--- config.mk ---
export PLATFORM = sky130hd
export DESIGN_NAME = hazard_unit_flat
export DESIGN_NICKNAME = d
export VERILOG_FILES = /design/src/rtl/hazard_unit_if.sv /design/src/rtl/hazard_unit.sv /design/src/flat_wrapper.sv
export SDC_FILE = /design/constraint.sdc
export NUM_CORES = 1
export LEC_CHECK = 0
export ABC_CLOCK_PERIOD_IN_PS = 4650
export CAP_MARGIN = 0
export CORE_MARGIN = 1.5
export CORE_UTILIZATION = 46
export DETAILED_ROUTE_END_ITERATION = 7
export PLACE_DENSITY = 0.92
export SETUP_SLACK_MARGIN = 0.4
export SKIP_LAST_GASP = 1
export SYNTH_ARGS = -nofsm -noshare
export SYNTH_HDL_FRONTEND = slang
export SYNTH_SLANG_ARGS = --single-unit
--- constraint.sdc ---
create_clock -name clk -period 4.65 [get_ports clk]
set_clock_uncertainty 0.1 [all_clocks]
set_input_delay 0.465 -clock clk [delete_from_list [all_inputs] [get_ports clk]]
set_output_delay 0.465 -clock clk [all_outputs]
set_load 0.02 [all_outputs]
--- src/rtl/hazard_unit_if.sv ---
// Pipeline-to-hazard-unit bundle: register indices and control bits in,
// forwarding selects, stall/flush enables, refill request and stall count out.
interface hazard_unit_if #(
   parameter int unsigned DATA_WIDTH = 32
);
   logic [4:0]            Rs1D;
   logic [4:0]            Rs2D;
   logic [4:0]            Rs1E;
   logic [4:0]            Rs2E;
   logic [4:0]            RdE;
   logic [4:0]            RdM;
   logic [4:0]            RdW;
   logic                  RegWriteM;
   logic                  RegWriteW;
   logic [1:0]            ResultSrcE;
   logic                  PCSrcE;
   logic                  MemAccessM;
   logic                  CacheHitM;
   logic                  MemReadyM;
   logic [1:0]            ForwardAE;
   logic [1:0]            ForwardBE;
   logic                  StallF;
   logic                  StallD;
   logic                  StallE;
   logic                  StallM;
   logic                  FlushD;
   logic                  FlushE;
   logic                  FlushW;
   logic                  MemReqM;
   logic [DATA_WIDTH-1:0] StallCount;

   // Pipeline/datapath side
   modport master (
      output Rs1D, Rs2D, Rs1E, Rs2E, RdE, RdM, RdW,
      output RegWriteM, RegWriteW, ResultSrcE, PCSrcE,
      output MemAccessM, CacheHitM, MemReadyM,
      input  ForwardAE, ForwardBE,
      input  StallF, StallD, StallE, StallM,
      input  FlushD, FlushE, FlushW, MemReqM, StallCount
   );

   // Hazard unit side
   modport slave (
      input  Rs1D, Rs2D, Rs1E, Rs2E, RdE, RdM, RdW,
      input  RegWriteM, RegWriteW, ResultSrcE, PCSrcE,
      input  MemAccessM, CacheHitM, MemReadyM,
      output ForwardAE, ForwardBE,
      output StallF, StallD, StallE, StallM,
      output FlushD, FlushE, FlushW, MemReqM, StallCount
   );
endinterface

--- src/rtl/hazard_unit.sv ---
// Hazard unit for the five-stage core: execute-stage operand forwarding,
// load-use stall, branch flush, data-memory miss freeze and a saturating
// count of fetch-stall cycles.
module hazard_unit #(
   parameter int unsigned DATA_WIDTH = 32
) (
   input  logic         clk,
   input  logic         rst,
   hazard_unit_if.slave hz
);

   typedef enum logic {
      IDLE,
      REFILL
   } state_t;

   state_t                r_state;
   state_t                w_next_state;
   logic                  w_load_stall;
   logic                  w_mem_stall;
   logic                  w_stall_f;
   logic [DATA_WIDTH-1:0] r_stall_count;

   // Operand forwarding: memory stage outranks writeback, x0 never forwarded
   always_comb begin
      hz.ForwardAE = 2'b00;
      hz.ForwardBE = 2'b00;
      if (hz.RegWriteM && (hz.RdM != '0) && (hz.RdM == hz.Rs1E))
         hz.ForwardAE = 2'b10;
      else if (hz.RegWriteW && (hz.RdW != '0) && (hz.RdW == hz.Rs1E))
         hz.ForwardAE = 2'b01;
      if (hz.RegWriteM && (hz.RdM != '0) && (hz.RdM == hz.Rs2E))
         hz.ForwardBE = 2'b10;
      else if (hz.RegWriteW && (hz.RdW != '0) && (hz.RdW == hz.Rs2E))
         hz.ForwardBE = 2'b01;
   end

   // Load in execute whose destination is read by the instruction in decode
   always_comb begin
      w_load_stall = (hz.ResultSrcE == 2'b01) && (hz.RdE != '0) &&
                     ((hz.RdE == hz.Rs1D) || (hz.RdE == hz.Rs2D));
   end

   // Miss FSM state register
   always_ff @(posedge clk) begin
      if (rst)
         r_state <= IDLE;
      else
         r_state <= w_next_state;
   end

   // Miss FSM next state plus stall/flush/request outputs; a miss freezes
   // every stage and bubbles writeback, overriding load-use and branch flush
   always_comb begin
      w_next_state = r_state;
      w_mem_stall  = 1'b0;
      hz.MemReqM   = 1'b0;
      hz.StallF    = 1'b0;
      hz.StallD    = 1'b0;
      hz.StallE    = 1'b0;
      hz.StallM    = 1'b0;
      hz.FlushD    = 1'b0;
      hz.FlushE    = 1'b0;
      hz.FlushW    = 1'b0;

      case (r_state)
         IDLE: begin
            if (hz.MemAccessM && !hz.CacheHitM) begin
               w_mem_stall  = 1'b1;
               w_next_state = REFILL;
            end
         end
         REFILL: begin
            w_mem_stall = 1'b1;
            hz.MemReqM  = 1'b1;
            if (hz.MemReadyM)
               w_next_state = IDLE;
         end
         default: w_next_state = IDLE;
      endcase

      if (rst) begin
         hz.MemReqM = 1'b0;
      end else if (w_mem_stall) begin
         hz.StallF = 1'b1;
         hz.StallD = 1'b1;
         hz.StallE = 1'b1;
         hz.StallM = 1'b1;
         hz.FlushW = 1'b1;
      end else begin
         hz.StallF = w_load_stall;
         hz.StallD = w_load_stall;
         hz.FlushD = hz.PCSrcE;
         hz.FlushE = w_load_stall || hz.PCSrcE;
      end
   end

   assign w_stall_f = hz.StallF;

   // Saturating count of cycles with the fetch stage held
   always_ff @(posedge clk) begin
      if (rst)
         r_stall_count <= '0;
      else if (w_stall_f && (r_stall_count != '1))
         r_stall_count <= r_stall_count + DATA_WIDTH'(1);
   end

   assign hz.StallCount = r_stall_count;

endmodule

--- src/flat_wrapper.sv ---
// flat-port wrapper written by rule: the top's interface ports become plain ports
module hazard_unit_flat 
#(
   parameter int unsigned DATA_WIDTH = 32
)
  (clk, rst, hz_Rs1D, hz_Rs2D, hz_Rs1E, hz_Rs2E, hz_RdE, hz_RdM, hz_RdW, hz_RegWriteM, hz_RegWriteW, hz_ResultSrcE, hz_PCSrcE, hz_MemAccessM, hz_CacheHitM, hz_MemReadyM, hz_ForwardAE, hz_ForwardBE, hz_StallF, hz_StallD, hz_StallE, hz_StallM, hz_FlushD, hz_FlushE, hz_FlushW, hz_MemReqM, hz_StallCount);
  hazard_unit_if #(.DATA_WIDTH(DATA_WIDTH)) hz_i ();
  input  logic clk;
  input  logic rst;
  input wire logic [$bits(hz_i.Rs1D)-1:0] hz_Rs1D;
  input wire logic [$bits(hz_i.Rs2D)-1:0] hz_Rs2D;
  input wire logic [$bits(hz_i.Rs1E)-1:0] hz_Rs1E;
  input wire logic [$bits(hz_i.Rs2E)-1:0] hz_Rs2E;
  input wire logic [$bits(hz_i.RdE)-1:0] hz_RdE;
  input wire logic [$bits(hz_i.RdM)-1:0] hz_RdM;
  input wire logic [$bits(hz_i.RdW)-1:0] hz_RdW;
  input wire logic [$bits(hz_i.RegWriteM)-1:0] hz_RegWriteM;
  input wire logic [$bits(hz_i.RegWriteW)-1:0] hz_RegWriteW;
  input wire logic [$bits(hz_i.ResultSrcE)-1:0] hz_ResultSrcE;
  input wire logic [$bits(hz_i.PCSrcE)-1:0] hz_PCSrcE;
  input wire logic [$bits(hz_i.MemAccessM)-1:0] hz_MemAccessM;
  input wire logic [$bits(hz_i.CacheHitM)-1:0] hz_CacheHitM;
  input wire logic [$bits(hz_i.MemReadyM)-1:0] hz_MemReadyM;
  output wire logic [$bits(hz_i.ForwardAE)-1:0] hz_ForwardAE;
  output wire logic [$bits(hz_i.ForwardBE)-1:0] hz_ForwardBE;
  output wire logic [$bits(hz_i.StallF)-1:0] hz_StallF;
  output wire logic [$bits(hz_i.StallD)-1:0] hz_StallD;
  output wire logic [$bits(hz_i.StallE)-1:0] hz_StallE;
  output wire logic [$bits(hz_i.StallM)-1:0] hz_StallM;
  output wire logic [$bits(hz_i.FlushD)-1:0] hz_FlushD;
  output wire logic [$bits(hz_i.FlushE)-1:0] hz_FlushE;
  output wire logic [$bits(hz_i.FlushW)-1:0] hz_FlushW;
  output wire logic [$bits(hz_i.MemReqM)-1:0] hz_MemReqM;
  output wire logic [$bits(hz_i.StallCount)-1:0] hz_StallCount;
  assign hz_i.Rs1D = hz_Rs1D;
  assign hz_i.Rs2D = hz_Rs2D;
  assign hz_i.Rs1E = hz_Rs1E;
  assign hz_i.Rs2E = hz_Rs2E;
  assign hz_i.RdE = hz_RdE;
  assign hz_i.RdM = hz_RdM;
  assign hz_i.RdW = hz_RdW;
  assign hz_i.RegWriteM = hz_RegWriteM;
  assign hz_i.RegWriteW = hz_RegWriteW;
  assign hz_i.ResultSrcE = hz_ResultSrcE;
  assign hz_i.PCSrcE = hz_PCSrcE;
  assign hz_i.MemAccessM = hz_MemAccessM;
  assign hz_i.CacheHitM = hz_CacheHitM;
  assign hz_i.MemReadyM = hz_MemReadyM;
  assign hz_ForwardAE = hz_i.ForwardAE;
  assign hz_ForwardBE = hz_i.ForwardBE;
  assign hz_StallF = hz_i.StallF;
  assign hz_StallD = hz_i.StallD;
  assign hz_StallE = hz_i.StallE;
  assign hz_StallM = hz_i.StallM;
  assign hz_FlushD = hz_i.FlushD;
  assign hz_FlushE = hz_i.FlushE;
  assign hz_FlushW = hz_i.FlushW;
  assign hz_MemReqM = hz_i.MemReqM;
  assign hz_StallCount = hz_i.StallCount;
  hazard_unit #(.DATA_WIDTH(DATA_WIDTH)) u_core (.clk(clk), .rst(rst), .hz(hz_i));
endmodule
==> insert_results.sql <==
INSERT INTO impl_metrics (metric_group, metric, value, unit) VALUES
('setup_path', 'cpLargestDelayFamily', 'buffers and inverters', ''),
('grt', 'grt_antenna_before_repair', '0', ''),
('synthesis', 'syn_nets', '310', ''),
('finish', 'area.growth.synth_to_final', '47.0', '%'),
('route', 'dr.first_iter.drc_count', '128', ''),
('outcome', 'run_status', 'finished, final reports clean', ''),
('clock_network', 'cts-root-buf', 'sky130_fd_sc_hd__clkbuf_8', ''),
('placed_design', 'gp_routability_congestion', '0.785', ''),
('setup_path', 'critical_path.endpoint_type', 'output port', ''),
('synthesis', 'synthesis.yosys.warnings', '0', ''),
('timing', 'worst-slew-pin-transition', '0.551', 'ns'),
('placed_design', 'hpwlAfterDp', '4.56', 'mm'),
('pwr', 'power.combinational.fraction', '0.199', ''),
('timing', 'timing.final.crit_period', '3.37', 'ns'),
('placed_design', 'port_buffers', '88', ''),
('grt', 'grt_pass1_vias', '2255', ''),
('floorplanning', 'io_pins', '89', ''),
('synthesis', 'ys.flop_type', 'sky130_fd_sc_hd__dfxtp_1', ''),
('synthesis', 'ff_latch_count_synth', '33', ''),
('route', 'drt_wl_total', '5.93', 'mm'),
('floorplanning', 'core_box_area', '0.00441', 'sq mm'),
('setup_path', 'worst-endpoint-required', '4.09', 'ns'),
('synthesis', 'synthesis.area', '0.00213', 'sq mm'),
('finish', 'register_area', '661', 'sq um'),
('setup_path', 'worst_ep_arrival_time', '2.81', 'ns'),
('grt', 'largest_net_degree_at_the_start_of_global_routing', '28', ''),
('clock_network', 'post_cts.resized_instances', '0', ''),
('floorplanning', 'initial_utilization', '0.482', ''),
('route', 'drt-wirelength-per-cell', '14.7', 'um'),
('floorplanning', 'dieWidth', '71', 'um'),
('timing', 'fmax', '296', 'MHz'),
('pwr', 'total_leakage_power', '0.997', 'nW'),
('pwr', 'vdd.ir_drop.worst', '112', 'uV'),
('clock_network', 'clk_path_buf_depth', '2', ''),
('pwr', 'switching_power', '178', 'uW'),
('grt', 'gr-total-overflow', '0', ''),
('finish', 'final_net_count', '395', ''),
('timing', 'rsz0062_at_grt', 'false', ''),
('route', 'route.detailed.drc', '0', ''),
('timing', 'slew_viol_final', '0', ''),
('finish', 'filler_cell_count', '357', ''),
('grt', 'wire_length_of_the_first_global_routing_pass', '9.40', 'mm'),
('clock_network', 'htreeDepth', '2', ''),
('clock_network', 'cts_post_setup_buffers_inserted', '0', ''),
('synthesis', 'sequential_area_share_after_synthesis', '0.311', ''),
('floorplanning', 'die_y', '71', 'um'),
('grt', 'track_usage', '0.232', ''),
('route', 'detailroute.via_count', '2384', ''),
('pwr', 'power.share.switching', '0.268', ''),
('clock_network', 'cts_tree', 'built', ''),
('pwr', 'p_int', '488', 'uW'),
('route', 'firstDrtPassIters', '4', ''),
('floorplanning', 'placement_rows', '24', ''),
('setup_path', 'cp_slowest_cell', 'sky130_fd_sc_hd__clkdlybuf4s50_1', ''),
('setup_path', 'worst-path-buf-inv', '2', ''),
('job', 'drv_cap', '0', ''),
('worst_hold_path', 'hp-start', 'u_core.hz.StallCount[15]', ''),
('route', 'antenna_left', '0', ''),
('synthesis', 'avg_cell_area_syn', '8.06', 'sq um'),
('clock_network', 'clk_pin_slew_worst_paths', '0.07', 'ns'),
('floorplanning', 'die_ar', '0.00504', 'sq mm'),
('timing', 'period_share', '0.726', ''),
('pwr', 'seqPwrFrac', '0.431', ''),
('setup_path', 'crit_path_cell_trace', 'clkdlybuf4s50_1 > or4_1 > o21ai_0 > nor4_1 > nor4_1 > clkdlybuf4s50_1', ''),
('timing', 'max_slew_margin', '0.630', ''),
('synthesis', 'edff_count_synth', '0', ''),
('route', 'post_drt_via_cell_ratio', '5.93', ''),
('timing', 'final.setup.tns', '0', 'ns'),
('clock_network', 'post_cts_hold_buffer_count', '0', ''),
('setup_path', 'setup.worst_path.start', 'hz_RdM[1]', ''),
('finish', 'insertedDiodeCount', '0', '');
[routing by layer]
metal  part of all wire  routed length, um  track usage
met3              0.079                466       0.0726
met1               0.38               2270        0.236
met4              0.029                169        0.128
met2               0.51               3030        0.421
met5                  0                  0            0
[kinds of logic after synthesis]
family / share of synthesized area
XOR/XNOR: 0.144
AND/OR/NAND/NOR: 0.292
buffers and inverters: 0.0435
AO/OA/AOI/OAI: 0.194
multiplexers: 0.0100
flip-flops: 0.311
adder cells (fa/ha/maj): 0.00588
[metrics by stage]
| step | cells | instance area, sq um | hold slack (ns) | utilization | worst slack [ns] |
|---|---|---|---|---|---|
| global route | 402 | 3130 | 0.418 | 0.708 | 1.05 |
| CTS | 402 | 3130 | 0.400 | 0.708 | 1.26 |
| global placement | 394 | 3030 | 0.380 | 0.685 | 1.37 |
| floorplan | 264 | 2130 | 0.357 | - | 2.00 |
| detailed placement | 394 | 3030 | 0.391 | 0.685 | 1.28 |
| finish | 402 | 3130 | 0.399 | 0.708 | 1.28 |
[cell type report]
cell class | count | area share
Multi-Input combinational cell | 212 | 0.439
Timing Repair Buffer | 91 | 0.289
Clock inverter | 1 | 0.00160
Tap cell | 52 | 0.0208
Sequential cell | 33 | 0.211
Inverter | 6 | 0.00720
Clock buffer | 7 | 0.0308
[final timing paths]
check,end,slack (ns),cells past startpoint
setup reg to reg,u_core.hz.StallCount[1],1.88,8
setup / recovery,hz_ForwardBE[0],1.28,6
hold reg to reg,u_core.hz.StallCount[15],0.40,2
hold / removal,u_core.hz.StallCount[15],0.40,2
[sequential cells by signal, indices dropped and copies added (netlist names)]
signal                count
u_core.r_state            1
u_core.hz.StallCount     32
[power by group through the flow]
stage	clock [mW]	combinational, mW	sequential [mW]
detailed placement	0	0.132	0.294
global placement	0	0.129	0.294
global route	0.262	0.142	0.288
finish	0.247	0.132	0.287
CTS	0.248	0.133	0.287
floorplan	0	0.0629	0.296
[cells in the mapped netlist, types with 2 or more instances]
library cell                n  share of area
sky130_fd_sc_hd__buf_2      2         0.0047
sky130_fd_sc_hd__nand3_1   11          0.026
sky130_fd_sc_hd__nand2_1   20          0.035
sky130_fd_sc_hd__and3_1     4          0.012
sky130_fd_sc_hd__xor2_1    19          0.078
sky130_fd_sc_hd__o31ai_1   12          0.042
sky130_fd_sc_hd__nor4_2     2          0.012
sky130_fd_sc_hd__nor4_1     6          0.018
sky130_fd_sc_hd__nand4_1    6          0.018
sky130_fd_sc_hd__xnor2_1   16          0.066
sky130_fd_sc_hd__or3_1     11          0.032
sky130_fd_sc_hd__o21ai_1    7          0.016
sky130_fd_sc_hd__nor3_1     2         0.0047
sky130_fd_sc_hd__inv_1      5         0.0088
sky130_fd_sc_hd__nor2b_1    5          0.015
sky130_fd_sc_hd__o211ai_1   4          0.014
sky130_fd_sc_hd__or4_1     19          0.067
sky130_fd_sc_hd__nor2_1    15          0.026
sky130_fd_sc_hd__or2_2      2         0.0059
sky130_fd_sc_hd__clkbuf_1   7          0.012
sky130_fd_sc_hd__a21oi_1   25          0.059
sky130_fd_sc_hd__o21ai_0    9          0.021
sky130_fd_sc_hd__dfxtp_1   33           0.31
sky130_fd_sc_hd__buf_4      3          0.011
[worst reg2reg max path, cell delays in order, from the launching register on]
cell,delay (ns)
sky130_fd_sc_hd__dfxtp_1,0.39
sky130_fd_sc_hd__ha_1,0.25
sky130_fd_sc_hd__nand3_1,0.16
sky130_fd_sc_hd__nor4_2,0.52
sky130_fd_sc_hd__a22oi_1,0.27
sky130_fd_sc_hd__o21ai_1,0.34
sky130_fd_sc_hd__buf_4,0.35
sky130_fd_sc_hd__mux2i_1,0.21
sky130_fd_sc_hd__nor2_1,0.05
Note: power is estimated with default switching activity, not from simulation.
